File: src/rtl/oddeven_counter.sv
// oddeven_counter: free-running counter stepping through even or odd values per mode, re-aligning parity in one cycle.
module oddeven_counter #(
  parameter int WIDTH = 16
) (
  input  logic             clk,
  input  logic             reset,
  input  logic             mode,
  output logic [WIDTH-1:0] count
);
  logic [WIDTH-1:0] r_count;
  logic [WIDTH-1:0] w_next;
  // Parity already matches the mode: advance by two; otherwise step once to realign.
  always_comb w_next = r_count + ((r_count[0] == mode) ? WIDTH'(2) : WIDTH'(1));
  always_ff @(posedge clk or negedge reset)
    if (!reset) r_count <= '0;
    else        r_count <= w_next;
  assign count = r_count;
endmodule

File: config.mk
export PLATFORM = sky130hd
export DESIGN_NAME = oddeven_counter
export DESIGN_NICKNAME = d
export VERILOG_FILES = /design/src/rtl/oddeven_counter.sv
export SDC_FILE = /design/constraint.sdc
export NUM_CORES = 1
export LEC_CHECK = 0
export BUFFER_PORTS_ARGS = -buffer_cell sky130_fd_sc_hd__buf_4
export CORE_MARGIN = 8
export CORE_UTILIZATION = 49
export CTS_CLUSTER_SIZE = 12
export DETAILED_ROUTE_END_ITERATION = 12
export GPL_TIMING_DRIVEN = 0
export PLACE_DENSITY_LB_ADDON = 0.25
export REMOVE_ABC_BUFFERS = 1
export SLEW_MARGIN = 25
export SYNTH_ARGS = -nofsm -noshare
export SYNTH_HDL_FRONTEND = slang
export SYNTH_SLANG_ARGS = --single-unit
export TNS_END_PERCENT = 5
File: constraint.sdc
create_clock -name clk -period 2.35 [get_ports clk]
set_input_delay 0.47 -clock clk [delete_from_list [all_inputs] [get_ports clk]]
set_output_delay 0.47 -clock clk [all_outputs]
set_load 0.005 [all_outputs]
* Yosys cells after proc, flatten, opt, wreduce, memory -nomap -nowiden
Index checks and enable logic that the tools add are counted.
** Word-level totals
- Register bits :: 16
- Bits of input ports :: 3
- Output and inout bits :: 16
- Logic and storage cells :: 4
** Cells by class
- $add $sub $neg :: 1
- Eq/ne operators :: 1
- Multiplexer cells :: 1
** Operators by type and width (count)
- 16-bit by 2-bit adder with 16-bit output :: 1
- 2-bit 2-to-1 mux :: 1
- 1-bit == test :: 1

* Longest topological paths before layout
Gate-level depths: netlist of run 1.
- Depth in word-level cells :: 3
- Depth in mapped cells :: 7
- Mapped depth without buffers :: 7

* Least setup slack after synthesis of run 1
Ideal clock, no wire load.
- Kind :: input-to-reg
- From :: input port mode
- To :: register r_count[12] (netlist: count[12])
- Setup time :: 0.124 ns
- Arrival time :: 1.942 ns
- Data required time :: 2.226 ns
- Path slack :: 0.284 ns
- Stages on the path :: 7
- Path buffers :: 0
- Path through :: inv_1 > ha_1 > inv_1 > fa_1 > nor4_4 > nand3_1 > xnor2_1
** Between the ends
- Word-level cells in the longest chain between the ends :: 3
** Ends and longest elaborated chain
- start, declared :: RTL line 7 : input logic mode,
- 1-bit == test :: RTL line 13 : always_comb w_next = r_count + ((r_count[0] == mode) ? WIDTH'(2) : WIDTH'(1));
- 2-bit 2-to-1 mux :: RTL line 13
- 16-bit by 2-bit adder with 16-bit output :: RTL line 13
- net w_next[12] :: RTL line 11 : logic [WIDTH-1:0] w_next;
- end signal, assigned :: RTL line 16 : else r_count <= w_next;
- end, declared :: RTL line 10 : logic [WIDTH-1:0] r_count;
The timed path passes the listed nets, and every way through them passes these cells.

* Worst setup path after layout of run 1
- From :: register r_count[0] (netlist: count[0])
- To :: register r_count[12] (netlist: count[12])
** Between the ends
- Word-level cells in the longest chain between the ends :: 3
** Ends and longest elaborated chain (RTL line)
- 1-bit == test :: 13
- 2-bit 2-to-1 mux :: 13
- 16-bit by 2-bit adder with 16-bit output (*) :: 13
- net w_next[12] :: 11
Mark *: on every way through the listed nets, which the timed path passes. The rest lies on a longest branch.

==> results.toml, run 1 <==
[critical_path]
cp_slowest_cell = "fa_1"
crit_arrival_ns = 2.30
reg2regPathDepth = 6
reg2reg_from = "count[0]$_DFF_PN0_"
path_cells = "ha_1 -> inv_1 -> fa_1 -> nor4_4 -> nand3_1 -> xnor2_1"
max_stage_delay_ns = 0.51
path_max_fanout = 4
crit_type = "register to register"
r2r_end = "count[12]$_DFF_PN0_"
worstSetupEndpointType = "register"
start_kind = "register"
timing.reg2reg.setup_slack_ns = 0.22
cp_data_required_time_ns = 2.52

[clock_network]
insertion_delay_ns = 0.28
numCtsBuffers = 3
cts_hold_buf = 0
root_buffer = "clkbuf_4"
clock_sinks = 16
cts_tree = "done"
cts_setup_buffers = 0
clk_path_buf_depth = 2
path_clk_slew_ns = 0.09
ctsResizeCount = 0
h-tree-depth = 1

[sta]
finalHoldViolCount = 0
relSlewSlack_pct = 79.42
setup_ws_ns = 0.2244
tightestPinTransition_ns = 0.3064
min_period_ns = 2.126
slew_viol_final = 0
fmax_mhz = 470.5
tns_ns = 0
finalCritPeriodShare_pct = 90.45
clock_skew_ns = 0.007092
hold_slack_ns = 0.03249
rsz0062_at_grt = "false"
setup_viol = 0

[outcome]
status = "finished clean"

[layout]
multi_input_area_um2 = 349.1
largest_register_ffs = 16
num_antenna_cells = 0
postLayoutCoreUtil_pct = 63.53
nets = 91
area_growth_pct = 23.13
regArea_um2 = 400.4
layout-drive-gt1-share_pct = 32.53
fillers = 132

[global_routing]
grt_usage_pct = 9.753
grt_pass1_vias = 561
gr-total-overflow = 0
grt_max_degree = 17
grt_pass1_wl_mm = 2.559
grt_antenna_before_repair = 0

[drt]
drt_iter0_markers = 0
drc = 0
drt-total-wl_mm = 1.357
vias = 519
antenna_left = 0
via_per_inst = 5.242
drtPass1Iterations = 1
post_drt_wl_per_cell_um = 13.71

[floorplan]
rows = 14
die_x_um = 55.60
start_util_pct = 51.60
coreArea_mm2 = 0.001489
ios = 19
die_h_um = 55.60
dieArea_mm2 = 0.003091

[placed_design]
io_buffers = 18
dp_slack_ns = 0.03391
hpwl_mm = 1.051
place_congestion = 0.7270

[power]
leakagePower_nw = 0.4640
power_mw = 1.071
ir_drop_v = 0.0006507
power_density_mw_per_mm2 = 1133

[logic_synthesis]
ys_seq_area_share_pct = 52.12
ys_ff_latch = 16
synth_area_um2 = 768.2
yosysWarnings = 0
synthDistinctLibCells = 18
avgSynthCellArea_um2 = 12.39
synthCells = 62

[job]
cap_violations = 0

[worst_hold_path]
min_path_type = "primary input to async pin"
[worst max-delay path by stage]
stage,startpoint,to,slack [ns],depth (start not counted)
global placement,mode,count[12]$_DFF_PN0_,0.08,8
floorplan,mode,count[12]$_DFF_PN0_,0.28,7
global route,count[0]$_DFF_PN0_,count[12]$_DFF_PN0_,0.1,6
CTS,count[0]$_DFF_PN0_,count[12]$_DFF_PN0_,0.18,6
finish,count[0]$_DFF_PN0_,count[12]$_DFF_PN0_,0.22,6
detailed placement,mode,count[12]$_DFF_PN0_,0.03,8
[cell families after synthesis]
logic type,count (synthesis),synth area share [%]
XOR/XNOR,15,17.10
buffers and inverters,5,2.443
adder cells (fa/ha/maj),3,5.863
flip-flops,16,52.12
AO/OA/AOI/OAI,2,2.118
AND/OR/NAND/NOR,21,20.36
[metrics by stage]
| step | instances | area [um^2] |
|---|---|---|
| 3_3_place_gp | 96 | 923.4 |
| 5_1_grt | 99 | 945.9 |
| 4_1_cts | 99 | 945.9 |
| 2_1_floorplan | 62 | 768.2 |
| 3_5_place_dp | 96 | 923.4 |
| 6_report | 99 | 945.9 |
[cells in the mapped netlist]
library cell | count | share of area (%)
dfrtp_1 | 16 | 52
xnor2_1 | 10 | 11
nand3_1 | 6 | 3.9
inv_1 | 5 | 2.4
xor2_1 | 5 | 5.7
nand2_1 | 4 | 2.0
ha_1 | 2 | 3.3
nand4_1 | 2 | 1.6
nor2_1 | 2 | 0.98
nor4_4 | 2 | 5.5
a21o_1 | 1 | 0.98
a21oi_2 | 1 | 1.1
and3_1 | 1 | 0.81
fa_1 | 1 | 2.6
nand2_2 | 1 | 0.81
nand4_4 | 1 | 2.8
nor3_1 | 1 | 0.65
nor3_2 | 1 | 1.3
[where the power goes]
| part | leakage, nW | switching [mW] | total [mW] | internal, mW |
|---|---|---|---|---|
| logic | 0.246 | 0.212 | 0.449 | 0.237 |
| clock network | 0.0138 | 0.0783 | 0.138 | 0.0593 |
| registers | 0.204 | 0.126 | 0.485 | 0.359 |
[worst max-delay path: cells and delay by family, from the launching register on]
kind                       cells  cell delay, ns
adders and majority gates      2            0.85
and+or+nand+nor                2            0.55
DFF                            1            0.42
xor gates and xnor gates       1            0.14
buffers and inverters          1            0.07
[placed cells by master, fill, tap and decap left out, types with 2 or more instances in the layout]
| cell | instances |
|---|---|
| dfrtp_1 | 16 |
| xnor2_1 | 10 |
| nor4_4 | 2 |
| ha_1 | 2 |
| clkbuf_4 | 3 |
| nand3_1 | 6 |
| xor2_1 | 5 |
| inv_1 | 5 |
| nand2_1 | 4 |
| nor2_1 | 2 |
| buf_4 | 18 |
| nand4_1 | 2 |
[area by class of cell]
type	instances	area share [%]
clock buffer	3	2.381
timing repair buffer	18	14.29
tap	16	2.116
multi-input combinational	41	36.90
sequential	16	42.33
inverter	5	1.984
[layer usage]
metal	part of all wire [%]	track usage, %	up-vias
met1	42	11.07	256
met4	0.52	3.169	0
met5	0	0	-
li1	-	-	248
met2	49	15.87	13
met3	8.6	4.338	2
No activity file was read; power rests on OpenSTA's default activity.
==> run 2: changes to the inputs <==
CORE_UTILIZATION = 50   (was 49)
PLACE_DENSITY = 0.76   (was default)
PLACE_DENSITY_LB_ADDON = default   (was 0.25)
==> results.toml, run 2 (same netlist as run 1, synthesis figures left out) <==
[layout]
postLayoutCoreUtil_pct = 65.22
layout_common_cells = "buf_4, dfrtp_1, xnor2_1, nand3_1"
area_growth_pct = 24.92
layout-drive-gt1-share_pct = 33.33
final_common_cell = "buf_4"
largest_register_ffs = 16
nets = 91
num_antenna_cells = 0
design_area_um2 = 959.7

[sta]
fmax_mhz = 474.0
slew_viol_final = 0
finalHoldViolCount = 0
clock_skew_ns = 0.004347
relSlewSlack_pct = 79.37
min_period_ns = 2.110
finalCritPeriodShare_pct = 89.78
setup_ws_ns = 0.2403
hold_slack_ns = 0.02749
rsz0062_at_grt = "false"
tns_ns = 0
setup_viol = 0
tightestPinTransition_ns = 0.3072

[critical_path]
cp_slowest_cell = "fa_1"
path_cells = "ha_1 -> inv_1 -> fa_1 -> nor4_4 -> nand3_1 -> xnor2_1"
worstSetupEndpointType = "register"
reg2reg_from = "count[0]$_DFF_PN0_"
cp_data_required_time_ns = 2.51
critPathLaunch = "count[0]$_DFF_PN0_"
path_max_fanout = 4
start_kind = "register"
max_stage_delay_ns = 0.51
crit_arrival_ns = 2.27
crit_type = "register to register"

[power]
power_density_mw_per_mm2 = 1154
ir_drop_v = 0.0009513
leakagePower_nw = 0.4712

[job]
cap_violations = 0

[worst_hold_path]
min_path_type = "primary input to async pin"

[floorplan]
rows = 14
die_h_um = 55.20
start_util_pct = 52.21
die_x_um = 55.20
dieArea_mm2 = 0.003046
coreArea_mm2 = 0.001471
ios = 19

[clock_network]
insertion_delay_ns = 0.28
path_clk_slew_ns = 0.09
cts_tree = "done"
cts_setup_buffers = 0
cts_hold_buf = 0
numCtsBuffers = 3
clock_sinks = 16
clk_path_buf_depth = 2
h-tree-depth = 1
ctsResizeCount = 0
root_buffer = "clkbuf_4"

[global_routing]
grt_antenna_before_repair = 0
grt.busiest_layer = "met2"
grt_pass1_wl_mm = 2.366
grt_max_degree = 17
grt_usage_pct = 10.71
gr-total-overflow = 0
grt_pass1_vias = 545
met3_usage_pct = 4.813
grt.met2_usage_pct = 16.79
gr-usage-met1_pct = 12.76

[outcome]
status = "finished clean"

[drt]
drc = 0
drt_iter0_markers = 7
drt-total-wl_mm = 1.375
vias = 514
post_drt_wl_per_cell_um = 13.75
drtPass1Iterations = 4
via_per_inst = 5.140
antenna_left = 0

[placed_design]
dp_slack_ns = 0.07744
postPlaceCellArea_um2 = 923.4
hpwl_mm = 1.035
place_congestion = 0.7318
io_buffers = 18
run 2: worst max-delay path: cells and delay by family, from the launching register on:
| family | cells | cell delay (ns) |
|---|---|---|
| adders and majority gates | 2 | 0.85 |
| and+or+nand+nor | 2 | 0.52 |
| DFF | 1 | 0.42 |
| xor gates and xnor gates | 1 | 0.14 |
| buffers and inverters | 1 | 0.07 |
run 2: power breakdown:
part           leakage [nW]  switching, mW  internal (mW)
sequential            0.204          0.126          0.359
combinational         0.246          0.213          0.236
clock                0.0210         0.0789         0.0941
run 2: worst paths after layout:
check	end	slack [ns]	depth (start not counted)
min in group clk	count[15]$_DFF_PN0_	0.47	1
worst min register to register	count[15]$_DFF_PN0_	0.47	1
worst max register to register	count[12]$_DFF_PN0_	0.24	6
worst min-delay path	count[1]$_DFF_PN0_	0.03	1
max in group asynchronous	count[11]$_DFF_PN0_	2.15	1
worst max-delay path	count[12]$_DFF_PN0_	0.24	6
run 2: stage by stage:
step | total power [mW] | instances
after detailed placement | 0.9523 | 96
after global routing | 1.203 | 100
after global placement | 0.9326 | 96
after CTS | 1.130 | 100
final | 1.108 | 100
after floorplan | 0.7617 | 62
run 2: layout make-up:
cell class / count / area [um^2]
sequential: 16 / 400.4
timing repair buffer: 18 / 135.1
clock buffer: 4 / 36.28
fill: 128 / 511.7
inverter: 5 / 18.77
multi-input combinational: 41 / 349.1
tap: 16 / 20.02
run 2: routing by layer:
layer	part of all wire, %	wire length (um)	up-vias
met1	43	592	246
met5	0	0	-
met2	46	639	18
met4	0.73	10	0
met3	9.7	133	2
li1	-	-	248
==> run 3: changes to the inputs <==
CELL_PAD_IN_SITES_DETAIL_PLACEMENT = 1   (was default)
CELL_PAD_IN_SITES_GLOBAL_PLACEMENT = 2   (was default)
CORE_UTILIZATION = 32   (was 50)
PLACE_DENSITY = 0.72   (was 0.76)
==> results.toml, run 3 (same netlist as run 1, synthesis figures left out) <==
[outcome]
status = "finished clean"

[drt]
via_per_inst = 4.768
post_drt_wl_per_cell_um = 14.09
antenna_left = 0
drc = 0
drt-total-wl_mm = 1.578
drt_iter0_markers = 8
vias = 534
drtPass1Iterations = 3

[critical_path]
crit_end = "count[14]$_DFF_PN0_"
reg2reg_from = "count[0]$_DFF_PN0_"
crit_arrival_ns = 2.30
crit_type = "register to register"
path_max_fanout = 4
start_kind = "register"
worstSetupEndpointType = "register"
timing.reg2reg.setup_slack_ns = 0.23
reg2regPathDepth = 6
r2r_end = "count[14]$_DFF_PN0_"
cp_data_required_time_ns = 2.53
critPathLaunch = "count[0]$_DFF_PN0_"

[clock_network]
path_clk_slew_ns = 0.10
cts_tree = "done"
numCtsBuffers = 3
clock_sinks = 16
cts_hold_buf = 0
clk_path_buf_depth = 2
insertion_delay_ns = 0.29
h-tree-depth = 1
cts_setup_buffers = 0
root_buffer = "clkbuf_4"
ctsResizeCount = 0

[placed_design]
place_congestion = 0.7009
hpwl_mm = 1.201
io_buffers = 18
dp_slack_ns = 0.04264
postPlaceCellArea_um2 = 938.4

[power]
ir_drop_v = 0.0006243
leakagePower_nw = 0.4712
power_density_mw_per_mm2 = 1154

[global_routing]
grt_max_degree = 17
grt_pass1_vias = 578
grt_antenna_before_repair = 0
grt_pass1_wl_mm = 2.808
gr-total-overflow = 0
grt_usage_pct = 8.581

[layout]
largest_register_ffs = 16
design_area_um2 = 974.7
fillers = 263
area_growth_pct = 26.87
final_common_cell = "buf_4"
layout-drive-gt1-share_pct = 33.33
postLayoutCoreUtil_pct = 43.64
layout_common_cells = "buf_4, dfrtp_1, xnor2_1, nand3_1"
nets = 91
num_antenna_cells = 0

[job]
cap_violations = 0

[sta]
slew_viol_final = 0
finalCritPeriodShare_pct = 90.33
rsz0062_at_grt = "false"
fmax_mhz = 471.1
setup_ws_ns = 0.2271
hold_slack_ns = 0.02234
clock_skew_ns = 0.001168
min_period_ns = 2.123
tightestPinTransition_ns = 0.3152
tns_ns = 0
setup_viol = 0
finalHoldViolCount = 0
relSlewSlack_pct = 78.83

[floorplan]
coreArea_mm2 = 0.002233
start_util_pct = 34.40
ios = 19
die_h_um = 65.00
dieArea_mm2 = 0.004224
die_x_um = 65.00
rows = 17

[worst_hold_path]
min_path_type = "primary input to async pin"
## run 3: cell counts in the layout (fill, tap and decap cells not counted)
Identical to the previous run, type by type.
## run 3: stage by stage
step | cells | total power [mW]
CTS | 112 | 1.150
floorplan | 62 | 0.7617
global placement | 108 | 0.9446
global route | 112 | 1.222
finish | 112 | 1.124
detailed placement | 108 | 0.9578
## run 3: how the worst min path moves through the flow
stage	slack, ns	cells past startpoint	endpoint	start
final	0.02	1	count[1]$_DFF_PN0_	reset
after floorplan	0.17	0	count[0]$_DFF_PN0_	reset
after detailed placement	0.35	1	count[1]$_DFF_PN0_	reset
after CTS	0.02	1	count[1]$_DFF_PN0_	reset
after global placement	0.34	1	count[1]$_DFF_PN0_	reset
after global routing	0.02	1	count[1]$_DFF_PN0_	reset
## run 3: critical path: stages, from the launching register on
cell and delay (ns):
dfrtp_1 0.42, ha_1 0.34, inv_1 0.07, fa_1 0.52, nor4_4 0.38, nand3_1 0.14, xnor2_1 0.14
## run 3: power breakdown
group	switching [mW]	internal (mW)
Combinational	0.216	0.237
Clock	0.0911	0.0943
Sequential	0.127	0.359
## run 3: routing by layer
metal	vias to the layer above	wire, um	global-route usage [%]
li1	250	-	-
met1	273	706	9.920
met5	-	0	0
met4	0	36	6.540
met3	2	76	2.405
met2	9	759	13.17
## run 3: area by class of cell
| cell class | count | area [um^2] | area share, % |
|---|---|---|---|
| flip-flops and latches | 16 | 400.4 | 41.08 |
| repair buffers | 18 | 135.1 | 13.86 |
| inverters | 5 | 18.77 | 1.926 |
| clock buffers | 4 | 36.28 | 3.723 |
| multi-input cells | 41 | 349.1 | 35.82 |
| well taps | 28 | 35.03 | 3.594 |
